===== src/rtl/pic_pkg.sv =====
// Shared definitions for the PIC16C5x core slice.
//   pc_op_e          : decoded Q4 program-counter operation (codes 6-7 behave as NONE)
//   PCL_ADDR         : register-file address of PCL
//   PC_WIDTH_DEF     : default program counter width
//   STACK_DEPTH_DEF  : default hardware return-stack depth
package pic_pkg;

   typedef enum logic [2:0] {
      PC_OP_NONE  = 3'd0,
      PC_OP_GOTO  = 3'd1,
      PC_OP_CALL  = 3'd2,
      PC_OP_RETLW = 3'd3,
      PC_OP_SKIP  = 3'd4,
      PC_OP_PCLW  = 3'd5
   } pc_op_e;

   localparam logic [4:0] PCL_ADDR        = 5'h02;
   localparam int         PC_WIDTH_DEF    = 11;
   localparam int         STACK_DEPTH_DEF = 2;

endpackage


===== src/rtl/pc_seq_if.sv =====
// Bus between the decode/execute sequencer and the PC sequencer.
//   master : drives q1, q4, op, skip_cond, tgt, pcl_data, pa; observes the PC state
//   slave  : the PC sequencer; drives pc, flush, skip, sp, stk_ovf, stk_unf
interface pc_seq_if import pic_pkg::*; #(
   parameter int PC_WIDTH    = PC_WIDTH_DEF,
   parameter int PAGE_BITS   = PC_WIDTH - 9,
   parameter int STACK_DEPTH = STACK_DEPTH_DEF
);
   localparam int PA_W = (PAGE_BITS > 0) ? PAGE_BITS : 1;
   localparam int SP_W = $clog2(STACK_DEPTH + 1);

   logic                q1;
   logic                q4;
   logic [2:0]          op;
   logic                skip_cond;
   logic [8:0]          tgt;
   logic [7:0]          pcl_data;
   logic [PA_W-1:0]     pa;
   logic [PC_WIDTH-1:0] pc;
   logic                flush;
   logic                skip;
   logic [SP_W-1:0]     sp;
   logic                stk_ovf;
   logic                stk_unf;

   modport master (
      output q1, q4, op, skip_cond, tgt, pcl_data, pa,
      input  pc, flush, skip, sp, stk_ovf, stk_unf
   );

   modport slave (
      input  q1, q4, op, skip_cond, tgt, pcl_data, pa,
      output pc, flush, skip, sp, stk_ovf, stk_unf
   );

endinterface


===== src/rtl/pc_hw_stack.sv =====
// Hardware return stack (shift-register style, 16C5x semantics).
//   clk, rst_n : clock, synchronous active-low reset
//   push, pop  : one-cycle requests (never both at once)
//   din        : value pushed into s[0]
//   dout       : current top entry s[0]
//   sp         : number of valid entries, saturating at 0 and STACK_DEPTH
//   stk_ovf    : sticky, push while full (oldest entry dropped)
//   stk_unf    : sticky, pop while empty (stale s[0] still returned)
module pc_hw_stack import pic_pkg::*; #(
   parameter int  STACK_DEPTH = STACK_DEPTH_DEF,
   parameter int  PC_WIDTH    = PC_WIDTH_DEF,
   localparam int SP_W        = $clog2(STACK_DEPTH + 1)
) (
   input  logic                clk,
   input  logic                rst_n,
   input  logic                push,
   input  logic                pop,
   input  logic [PC_WIDTH-1:0] din,
   output logic [PC_WIDTH-1:0] dout,
   output logic [SP_W-1:0]     sp,
   output logic                stk_ovf,
   output logic                stk_unf
);

   logic [PC_WIDTH-1:0] s [STACK_DEPTH];

   always_ff @(posedge clk) begin
      if (!rst_n) begin
         for (int i = 0; i < STACK_DEPTH; i++) s[i] <= '0;
         sp      <= '0;
         stk_ovf <= 1'b0;
         stk_unf <= 1'b0;
      end else if (push) begin
         s[0] <= din;
         for (int i = 1; i < STACK_DEPTH; i++) s[i] <= s[i-1];
         if (sp == SP_W'(STACK_DEPTH)) stk_ovf <= 1'b1;
         else                          sp      <= sp + SP_W'(1);
      end else if (pop) begin
         // Bottom entry is not overwritten, so it duplicates upward.
         for (int i = 0; i < STACK_DEPTH - 1; i++) s[i] <= s[i+1];
         if (sp == '0) stk_unf <= 1'b1;
         else          sp      <= sp - SP_W'(1);
      end
   end

   assign dout = s[0];

endmodule


===== src/rtl/pc_seq.sv =====
// Program-counter sequencer for the PIC16C5x core.
//   clk, rst_n : clock, synchronous active-low reset
//   bus        : pc_seq_if slave; Q-phase strobes, decoded op and operands in,
//                pc / flush / skip / stack status out (all registered)
module pc_seq import pic_pkg::*; #(
   parameter int                  PC_WIDTH     = PC_WIDTH_DEF,
   parameter int                  PAGE_BITS    = PC_WIDTH - 9,
   parameter int                  STACK_DEPTH  = STACK_DEPTH_DEF,
   parameter logic [PC_WIDTH-1:0] RESET_VECTOR = {PC_WIDTH{1'b1}}
) (
   input logic     clk,
   input logic     rst_n,
   pc_seq_if.slave bus
);

   logic [PC_WIDTH-1:0] pcReg, pcNext;
   logic                flushReg, flushNext;
   logic                skipReg, skipNext;
   logic                stkPush, stkPop;
   logic [PC_WIDTH-1:0] stkDout;
   logic [PC_WIDTH-1:0] pageBase;

   // Page bits land at pc[PC_WIDTH-1:9]; any unused upper bits stay zero.
   if (PAGE_BITS == 0) begin : genNoPage
      assign pageBase = '0;
   end else begin : genPage
      assign pageBase = PC_WIDTH'(bus.pa[PAGE_BITS-1:0]) << 9;
   end

   always_comb begin
      pcNext    = pcReg;
      flushNext = flushReg;
      skipNext  = skipReg;
      stkPush   = 1'b0;
      stkPop    = 1'b0;
      // q4 wins if both strobes ever arrive together.
      if (bus.q4) begin
         case (bus.op)
            PC_OP_GOTO: begin
               pcNext    = pageBase | PC_WIDTH'(bus.tgt);
               flushNext = 1'b1;
               skipNext  = 1'b1;
            end
            PC_OP_CALL: begin
               // pc already holds the return address at Q4.
               stkPush   = 1'b1;
               pcNext    = pageBase | PC_WIDTH'(bus.tgt[7:0]);
               flushNext = 1'b1;
               skipNext  = 1'b1;
            end
            PC_OP_RETLW: begin
               stkPop    = 1'b1;
               pcNext    = stkDout;
               flushNext = 1'b1;
               skipNext  = 1'b1;
            end
            PC_OP_SKIP: begin
               if (bus.skip_cond) skipNext = 1'b1;
            end
            PC_OP_PCLW: begin
               pcNext    = pageBase | PC_WIDTH'(bus.pcl_data);
               flushNext = 1'b1;
               skipNext  = 1'b1;
            end
            default: ;
         endcase
      end else if (bus.q1) begin
         if (!flushReg) pcNext = pcReg + PC_WIDTH'(1);
         flushNext = 1'b0;
         skipNext  = 1'b0;
      end
   end

   always_ff @(posedge clk) begin
      if (!rst_n) begin
         pcReg    <= RESET_VECTOR;
         flushReg <= 1'b0;
         skipReg  <= 1'b0;
      end else begin
         pcReg    <= pcNext;
         flushReg <= flushNext;
         skipReg  <= skipNext;
      end
   end

   pc_hw_stack #(
      .STACK_DEPTH (STACK_DEPTH),
      .PC_WIDTH    (PC_WIDTH)
   ) uStack (
      .clk     (clk),
      .rst_n   (rst_n),
      .push    (stkPush),
      .pop     (stkPop),
      .din     (pcReg),
      .dout    (stkDout),
      .sp      (bus.sp),
      .stk_ovf (bus.stk_ovf),
      .stk_unf (bus.stk_unf)
   );

   assign bus.pc    = pcReg;
   assign bus.flush = flushReg;
   assign bus.skip  = skipReg;

endmodule


===== src/flat_wrapper.sv =====
// flat-port wrapper written by rule: the top's interface ports become plain ports
module pc_seq_flat import pic_pkg::*;
#(
   parameter int                  PC_WIDTH     = PC_WIDTH_DEF,
   parameter int                  PAGE_BITS    = PC_WIDTH - 9,
   parameter int                  STACK_DEPTH  = STACK_DEPTH_DEF,
   parameter logic [PC_WIDTH-1:0] RESET_VECTOR = {PC_WIDTH{1'b1}}
)
  (clk, rst_n, bus_q1, bus_q4, bus_op, bus_skip_cond, bus_tgt, bus_pcl_data, bus_pa, bus_pc, bus_flush, bus_skip, bus_sp, bus_stk_ovf, bus_stk_unf);
  pc_seq_if #(.PC_WIDTH(PC_WIDTH), .PAGE_BITS(PAGE_BITS), .STACK_DEPTH(STACK_DEPTH)) bus_i ();
  input logic clk;
  input logic rst_n;
  input wire logic [$bits(bus_i.q1)-1:0] bus_q1;
  input wire logic [$bits(bus_i.q4)-1:0] bus_q4;
  input wire logic [$bits(bus_i.op)-1:0] bus_op;
  input wire logic [$bits(bus_i.skip_cond)-1:0] bus_skip_cond;
  input wire logic [$bits(bus_i.tgt)-1:0] bus_tgt;
  input wire logic [$bits(bus_i.pcl_data)-1:0] bus_pcl_data;
  input wire logic [$bits(bus_i.pa)-1:0] bus_pa;
  output wire logic [$bits(bus_i.pc)-1:0] bus_pc;
  output wire logic [$bits(bus_i.flush)-1:0] bus_flush;
  output wire logic [$bits(bus_i.skip)-1:0] bus_skip;
  output wire logic [$bits(bus_i.sp)-1:0] bus_sp;
  output wire logic [$bits(bus_i.stk_ovf)-1:0] bus_stk_ovf;
  output wire logic [$bits(bus_i.stk_unf)-1:0] bus_stk_unf;
  assign bus_i.q1 = bus_q1;
  assign bus_i.q4 = bus_q4;
  assign bus_i.op = bus_op;
  assign bus_i.skip_cond = bus_skip_cond;
  assign bus_i.tgt = bus_tgt;
  assign bus_i.pcl_data = bus_pcl_data;
  assign bus_i.pa = bus_pa;
  assign bus_pc = bus_i.pc;
  assign bus_flush = bus_i.flush;
  assign bus_skip = bus_i.skip;
  assign bus_sp = bus_i.sp;
  assign bus_stk_ovf = bus_i.stk_ovf;
  assign bus_stk_unf = bus_i.stk_unf;
  pc_seq #(.PC_WIDTH(PC_WIDTH), .PAGE_BITS(PAGE_BITS), .STACK_DEPTH(STACK_DEPTH), .RESET_VECTOR(RESET_VECTOR)) u_core (.clk(clk), .rst_n(rst_n), .bus(bus_i));
endmodule

===== config.mk =====
export PLATFORM = sky130hd
export DESIGN_NAME = pc_seq_flat
export DESIGN_NICKNAME = d
export VERILOG_FILES = /design/src/rtl/pic_pkg.sv /design/src/rtl/pc_seq_if.sv /design/src/rtl/pc_hw_stack.sv /design/src/rtl/pc_seq.sv /design/src/flat_wrapper.sv
export SDC_FILE = /design/constraint.sdc
export NUM_CORES = 1
export LEC_CHECK = 0
export ABC_AREA = 1
export CAP_MARGIN = 40
export CORE_ASPECT_RATIO = 1.4
export CORE_MARGIN = 10
export CORE_UTILIZATION = 47
export CTS_CLUSTER_DIAMETER = 100
export DETAILED_ROUTE_END_ITERATION = 8
export GPL_TIMING_DRIVEN = 0
export PLACE_DENSITY = 0.76
export SYNTH_ARGS = -nofsm -noshare
export SYNTH_HDL_FRONTEND = slang
export SYNTH_SLANG_ARGS = --single-unit

===== constraint.sdc =====
create_clock -name clk -period 1.2 [get_ports clk]
set_input_delay 0.24 -clock clk [delete_from_list [all_inputs] [get_ports clk]]
set_output_delay 0.24 -clock clk [all_outputs]
set_load 0.1 [all_outputs]

-- After elaboration in Yosys (flattened, before gate mapping)
Memory sizes are Yosys's and may differ from the RTL's.
Index checks and enable logic that the tools add are counted.
- register bits: 17
- bits in writable memories: 22
- bits of input ports: 27
- output and inout bits: 17
- memories: 1
- memory list (name ; words ; bits a word ; rd ports ; clocked after Yosys merged registers in ; wr ports ; line ; source):
    u_core.uStack.s ; 2 ; 11 ; 2 ; 0 ; 2 ; pc_hw_stack.sv:25 ; logic [PC_WIDTH-1:0] s [STACK_DEPTH];
- add/subtract/negate cells: 3
- eq/ne operators: 13
- multiplexer cells: 29
- bitwise gates (word level): 7
- reduce and logical (&&, ||, !) cells: 10
- operators with widths (operator ; number):
    two-way mux 11 bit ; 6
    case mux 11 bit (4 select lines) ; 1
    OR 11 x 8 -> 11 bit ; 2
    two-way mux 1 bit ; 17
    AND reduction 3 bit ; 4
    adder 11 x 1 -> 11 bit, second input constant ; 1
    OR 11 x 9 -> 11 bit ; 1
    two-way mux 2 bit ; 4
    equality test 3 x 2 -> 1 bit, second input constant ; 2
    equality test 3 bit, second input constant ; 2
    inequality test 2 bit, second input constant ; 3
    inequality test 5 x 1 -> 1 bit, second input constant ; 1
    AND reduction 2 bit ; 2
    nonzero test 2 bit ; 2
    OR reduction 4 bit ; 1
    equality test 3 x 1 -> 1 bit, second input constant ; 1
    inequality test 3 x 2 -> 1 bit, second input constant ; 1
    inequality test 3 bit, second input constant ; 1
    OR 1 bit ; 3
    adder 2 x 1 -> 2 bit, second input constant ; 1
    equality test 2 bit, second input constant ; 1
    zero test 2 bit ; 1
    inequality test 2 x 1 -> 1 bit, second input constant ; 1
    case mux 1 bit (2 select lines) ; 1
    other kinds (2) ; 2

-- Logic depth before layout (Yosys ltp)
- word-level depth: 8
- mapped depth: 10

-- Cells and area by module
A second synthesis with hierarchy kept.
- cells, all modules: 305
- area, all modules: 2316.0 um2
- modules (own cells, without submodules) (module ; instances ; cells an instance ; area an instance (um2) ; sequential area each (um2)):
    pc_hw_stack ; 1 ; 116 ; 1207.4 ; 740.7
    pc_seq ; 1 ; 189 ; 1108.6 ; 260.2

-- Worst setup path before layout
No wires, ideal clock.
- path type: reg2reg
- start point: reg u_core.pcReg[0], in the netlist u_core.bus.pc[0]
- end point: reg u_core.pcReg[8], in the netlist u_core.bus.pc[8]
- library setup time: 0.117 ns
- arrival time: 1.967 ns
- data required time: 1.083 ns
- path slack: -0.884 ns
- cell stages (with the launch flop): 9
- buffers on the path: 0
- period minus slack after synthesis: 2.084 ns
- cells stage by stage: dfxtp_1 > ha_1 > nand2_1 > nor2_1 > nand3_1 > nand3_1 > nand3_1 > nand2_1 > nand2_1
- word-level cells in the longest chain between the ends: 4
- ends and longest elaborated chain (element ; line ; source):
    start: declaration ; pc_seq.sv:16 ; logic [PC_WIDTH-1:0] pcReg, pcNext;
    start signal: assignment ; pc_seq.sv:80 ; pcReg <= pcNext;
    adder 11 x 1 -> 11 bit ; pc_seq.sv:68 ; if (!flushReg) pcNext = pcReg + PC_WIDTH'(1);
    two-way mux 11 bit ; pc_seq.sv:68 ;
    two-way mux 11 bit ; pc_seq.sv:67 ; end else if (bus.q1) begin
    two-way mux 11 bit ; pc_seq.sv:37 ; if (bus.q4) begin
Every way passes these cells. The select of a mux whose other input is x is not followed.
A chain may end at the register's enable or synchronous reset.

-- Worst setup path in the final report
- start point: reg u_core.pcReg[5], in the netlist u_core.bus.pc[5]
- end point: reg u_core.pcReg[7], in the netlist u_core.bus.pc[7]
The elaborated chain is that of the path after synthesis.

==> impl_results.md <==
* CTS tree: done
* CTS Buffer Depth at 2
* Rows at 30
* Post-synth EDFFs at 22
* CTS Sinks at 39
* Tmin final at 1.31 ns
* CP endpoint kind: flip-flop
* Worst path bufs/invs at 2
* Maximum vdd drop at 788 uV
* Post-Syn Instances at 289
* Met3 WL at 677 um
* Failing checks: setup timing
* Static Leak at 1.69 nW
* H-tree levels at 2
* Initial core utilization at 47.7%
* Antenna-violating nets left at 0
* Layout Utilization at 78.2%
* Cell count of the worst reg-to-reg path at 8
* Post-synth ARST share at 0%
* Max-Cap Viols at 0
* Reg2reg end: u_core.bus.pc[7]
* Tightest Hold Check Type: in2reg
* Io pins at 44
* Average wire per standard cell at 19.6 um
* Setup CP Type: reg2reg
* Dpl ws at -0.733 ns
* Min-Delay Path Depth at 4
* Top cells by area, synth: edfxtp_1, dfxtp_1, nand2_1
* Die Y at 103 um
* Diode count at 0
* Tot GR Track Use at 18.3%
* Crit path top cell by count: nand2_1
* Largest net degree at the start of global routing at 13
* Slowest stage delay, CP at 0.36 ns
* Setup TNS at -0.596 ns
* First-pass GRT wire length at 11700 um
* CTS root buffer: clkbuf_8
* Vias at 2524
* Final hold vios at 0
* Crit share post-route at 109%
* Metal-1 WL at 2960 um
* Critical path arrival at 1.51 ns
* Slew margin rel. at 82.0%
* Cell area after synthesis at 0.00229 sq mm
* Worst reg2reg path startpoint: u_core.bus.pc[5]
* Synthesized flop and latch total at 39
* Worst reg-to-reg setup slack at -0.11 ns
* Nets at 410
* Via-to-Cell Ratio at 5.65
* Die ar. at 0.00811 sq mm
* Fill count at 327
* Area leader, netlist: edfxtp_1
* Count leader, synth: nand2_1
* Largest fanout on the critical path at 6
* Overflow after GRT at 0
* Crit start category: flip-flop
* Count of cell types in the netlist at 32
* Vias in the first global route at 2362
* Area Growth Syn to Fin at 63.9%
* Top_reg_cell synth: edfxtp_1
* Share of cells above drive strength 1 at 41.8%
* Seq/Total Area, Yosys at 43.7%
* Outcome: complete, but fails checks
* Clock Skew at 0.0106 ns
* Initial DRC Count at 319
* DR WL met2 at 4570 um
* # port buffers at 43
* # DRC at 0
* Inst Count DP at 413
* Total core area at 0.00480 sq mm
* Pins Over Slew Limit at 0
* Final WS setup at -0.112 ns
* Crit path required time at 1.40 ns
* DR top layer: met4
* Non-filler cells, final at 447
* CP startpoint: u_core.bus.pc[5]
* Hpwl dp at 5100 um
* Final wirelength at 8770 um
* CTS clock-pin slew for the worst setup and hold paths at 0.09 ns
* RSZ-0062 raised after global routing: true
* Crit. path cell count at 8
* Avg Cell Area, Syn at 7.93 sq um
* Setup-failing EPs final at 9
* Commonest cells in the netlist: nand2_1, inv_1, nand3_1
* Yosys warns at 0
* Initial antenna violation count at 0
* GPL Wtd Cong at 0.881
* Inserted Clock Buffers at 5
* CP cell instances: buf_6 -> nand2_1 -> inv_1 -> nand2_1 -> o21ai_1 -> nand3_1 -> nand3_2 -> nand2_1
* Critical path's top delay family: simple AND/OR/NAND/NOR gates
* Drt pass-1 iters at 5
* Slowest CP cell: dfxtp_4
* Skew-Pair Late Insertion Delay at 0.30 ns
* PwrDens at 1190 mW/mm^2
* Worst setup path end: u_core.bus.pc[7]
* Die Span X at 79.0 um
* Synth Net Count at 317
* Worst-Margin Slew at 0.269 ns
* Peak Freq at 762 MHz
* Share of the synthesized area in the top cell type at 28.8%
[layer usage]
metal	vias up	track usage [%]
met1	1175	18.2
met2	158	34.4
met4	0	8.02
met3	57	4.97
li1	1134	-
met5	-	0
[kinds of logic after synthesis]
family                     Yosys count  share of synthesized area [%]
buffers and inverters               65                           13.2
AOI/OAI and AO/OA                   44                           11.3
adders and majority gates            1                          0.546
xor gates and xnor gates             4                           1.53
DFF                                 39                           43.7
and+or+nand+nor                    136                           29.8
[flip-flops by register name, summed over array words and instances (netlist names)]
| signal | cells |
|---|---|
| u_core.bus.flush | 1 |
| u_core.uStack.s | 22 |
| u_core.bus.skip | 1 |
| u_core.bus.pc | 11 |
| u_core.uStack.sp | 2 |
| u_core.uStack.stk_ovf | 1 |
| u_core.uStack.stk_unf | 1 |
[what timing repair did]
item                                    CTS  global route
hold buffers                              0             0
cloned                                    2             1
endpoints found under the setup margin   77            39
setup buffers                            15            11
hold endpoints to repair                  0             0
pin swaps                                 7            24
resized for setup                       110            49
[tightest hold or removal path, delay by kind of cell]
kind,cells,cell delay [ns]
buffers and inverters,1,0.13
and+or+nand+nor,1,0.07
AOI/OAI and AO/OA,2,0.13
[layout make-up]
cell class | count | area [sq um] | area share (%)
multi-input cells | 187 | 1220 | 32.4
plain buffers | 10 | 119 | 3.17
clock inverters | 3 | 38.8 | 1.03
inverters | 55 | 220 | 5.86
well taps | 64 | 80.1 | 2.13
repair buffers | 84 | 961 | 25.6
flip-flops and latches | 39 | 1050 | 28.0
clock buffers | 5 | 68.8 | 1.83
[worst min-delay path by stage]
stage / endpoint / from / slack, ns
floorplan: u_core.uStack.sp[0] / bus_op[0] / 0.42
global placement: u_core.uStack.stk_ovf / u_core.uStack.stk_ovf / 0.44
detailed placement: u_core.uStack.stk_ovf / u_core.uStack.stk_ovf / 0.45
CTS: u_core.bus.skip / bus_op[1] / 0.42
global route: u_core.bus.skip / bus_op[1] / 0.33
finish: u_core.bus.skip / bus_op[1] / 0.30
[cell usage in the layout (no fill, tap or decap), types with 5 or more instances in the layout]
| cell | netlist | routed |
|---|---|---|
| dfxtp_4 | 0 | 12 |
| a21oi_2 | 1 | 5 |
| buf_6 | 4 | 21 |
| nand2_1 | 74 | 64 |
| clkbuf_8 | 0 | 5 |
| clkdlybuf4s50_1 | 0 | 20 |
| nor2_4 | 6 | 10 |
| nor2_2 | 6 | 7 |
| o21ai_0 | 7 | 6 |
| inv_1 | 48 | 46 |
| o21ai_1 | 4 | 5 |
| a21oi_1 | 17 | 13 |
| nand3_1 | 25 | 16 |
| nand4_1 | 9 | 9 |
| o22ai_1 | 8 | 7 |
| buf_4 | 2 | 20 |
| nand2_2 | 1 | 6 |
| nand2_4 | 1 | 8 |
| nand3_2 | 2 | 7 |
| inv_2 | 6 | 5 |
| edfxtp_1 | 22 | 22 |
| buf_2 | 2 | 6 |
| buf_12 | 1 | 18 |
[per-stage QoR]
step	area (sq um)	total power [mW]	hold WS, ns
final	3750	4.47	0.302
after global routing	3750	4.59	0.326
after CTS	3500	4.16	0.418
after floorplan	2380	2.45	0.418
after detailed placement	3160	2.96	0.447
after global placement	2900	2.77	0.439
[power breakdown]
group,switching (mW),leakage (nW),internal [mW],total [mW]
Combinational,1.07,1.26,0.706,1.78
Clock,0.515,0.0556,0.610,1.12
Sequential,0.0664,0.374,1.50,1.57
Total,1.65,1.69,2.82,4.47
Power figures use the tool's default switching activity.
==> patch, RTL diff (same flow settings) <==
`PC_WIDTH_DEF`: 11 -> 22.
--- a/src/rtl/pic_pkg.sv
+++ b/src/rtl/pic_pkg.sv
@@ -15,7 +15,7 @@
    } pc_op_e;
 
    localparam logic [4:0] PCL_ADDR        = 5'h02;
-   localparam int         PC_WIDTH_DEF    = 11;
+   localparam int         PC_WIDTH_DEF    = 22;
    localparam int         STACK_DEPTH_DEF = 2;
 
 endpackage
Ports: changed (resized bus_pa and bus_pc); port bits go from 44 to 66. The function was not compared with the original's and may differ.
==> patch against the unedited design <==
The run still ends with negative setup slack left. Combinational power up 84%. Critical path depth grew 3. Total power increased by 100%. Design area is 82% higher. Sequential cell count up 33. Setup slack got worse by 240 ps. Routed wire length is 100% higher. Synthesized area rose by 78%. Critical path type unchanged. Highest routed layer unchanged.
==> patch: results (changes against the unedited design) <==
Critical path
  • R2r startpoint: u_core.bus.pc[1]
  • Critical path endpoint: u_core.bus.pc[21]
  • Crit path largest cell delay: 390 ps (+30 ps)
  • Arrival @ worst endpoint: 1780 ps (+270 ps)
  • R2R cell count: 11 (+3)
  • CP max FO: 4 (-2)

Yosys
  • Post-synthesis sequential area ratio: 46.2% (+2.5 points)
  • Syn_nets: 548 (+73%)
  • Synthesized-area fraction occupied by adder cells: 0.307% (-0.24 points)
  • Synth top area cells: edfxtp_1, dfxtp_1, nand2_1, inv_1, nand3_1
  • Netlist cell types: 39 (+22%)
  • Commonest cells post-synth: nand2_1, inv_1, nand3_1
  • Post-Synth XOR/XNOR Area: 1.29% (-0.24 points)
  • Post-Synthesis Cells: 509 (+76%)

STA
  • Count of final setup violators: 41 (+32)
  • Final Hold Slack: 266 ps (-35.9 ps)
  • Setup WS post-layout: -354 ps (-242 ps)
  • Clock Skews: 10.3 ps (-0.262 ps)
  • Setup TNS: -5800 ps (-5210 ps)

Cells and area
  • Layout cell share with drive strength beyond 1: 39.7% (-2.0 points)
  • Non-clk invs: 87 (+58%)
  • Multi-input gate count: 328 (+75%)
  • Nonclk buf count: 174 (+85%)
  • Sequential share of cell area: 28.9% (+0.88 points)
  • Post-layout nets: 711 (+73%)
  • Clkbuf count: 11 (+6)
  • FF+latch count: 72 (+85%)
  • Fill count: 463 (+42%)
  • Final Instance Area: 6840 um2 (+82%)
  • Fin cells: 782 (+75%)

Placed design
  • Post-Place Worst Slack: -875 ps (-143 ps)
  • Placed instance area: 5550 um2 (+75%)
  • Final RePlAce weighted congestion: 0.901 (+2.2%)
  • Post-DP HPWL: 9.98 mm (+96%)
  • Inst Count DP: 706 (+71%)
  • Buffers on Ports: 64 (+49%)

Power and ir drop
  • Comb group: 3.27 mW (+84%)
  • Switching share of power: 35.9% (-1.0 points)
  • Seq pwr: 2.98 mW (+90%)
  • Pwr Total: 8.97 mW (+100%)
  • Peak supply drop: 0.00110 V (+39%)
  • Leak: 3.06 nW (+81%)

CTS
  • Clock-pin slew on the worst setup and hold paths: 60 ps (-30 ps)
  • CTS H-tree depth: 3 (+1)
  • Clk_lat worst skew: 350 ps (+50 ps)
  • Setup Buffers After CTS: 50 (+35)
  • Post-CTS sizing: 208 (+89%)
  • Root Driver: clkbuf_16

Drt
  • WL final: 17.8 mm (+100%)
  • Initial DRC count: 486 (+52%)

Floorplan
  • Die area: 12800 um2 (+58%)

Hold path
  • Hold Crit Class: in -> reg

Status
  • Failing checks: negative setup slack
  • Outcome: finished, violations left

Global routing
  • Largest net degree at the start of global routing: 23 (+10)
  • GRT Total Usage: 23.9% (+5.6 points)
  • First-pass GRT wire length: 24.4 mm (+110%)
-- patch: changes by cell type after synthesis, moves of 5 or more --
cell | before | now
buf_2 | 2 | 12
nand3_1 | 25 | 47
o22ai_1 | 8 | 20
nand2_1 | 74 | 101
nand2_2 | 1 | 7
dfxtp_1 | 17 | 28
nor2_4 | 6 | 15
nor2_1 | 9 | 33
o21ai_0 | 7 | 32
inv_1 | 48 | 80
edfxtp_1 | 22 | 44
o21ai_2 | 5 | 0
a21oi_1 | 17 | 33
-- patch: per-layer routing --
metal | GRT usage [%] | wire length [um] | up-vias
met3 | 7.51 | 1740 | 132
met1 | 23.8 | 5980 | 2193
met4 | 18.2 | 1750 | 0
met2 | 41.1 | 8330 | 364
met5 | 0 | 0 | -
li1 | - | - | 2013
-- patch: tightest hold or removal path: cells and delay by family --
kind                   cells  cell delay (ps)
AOI/OAI and AO/OA          2              180
buffers and inverters      1               90
and+or+nand+nor            1               40
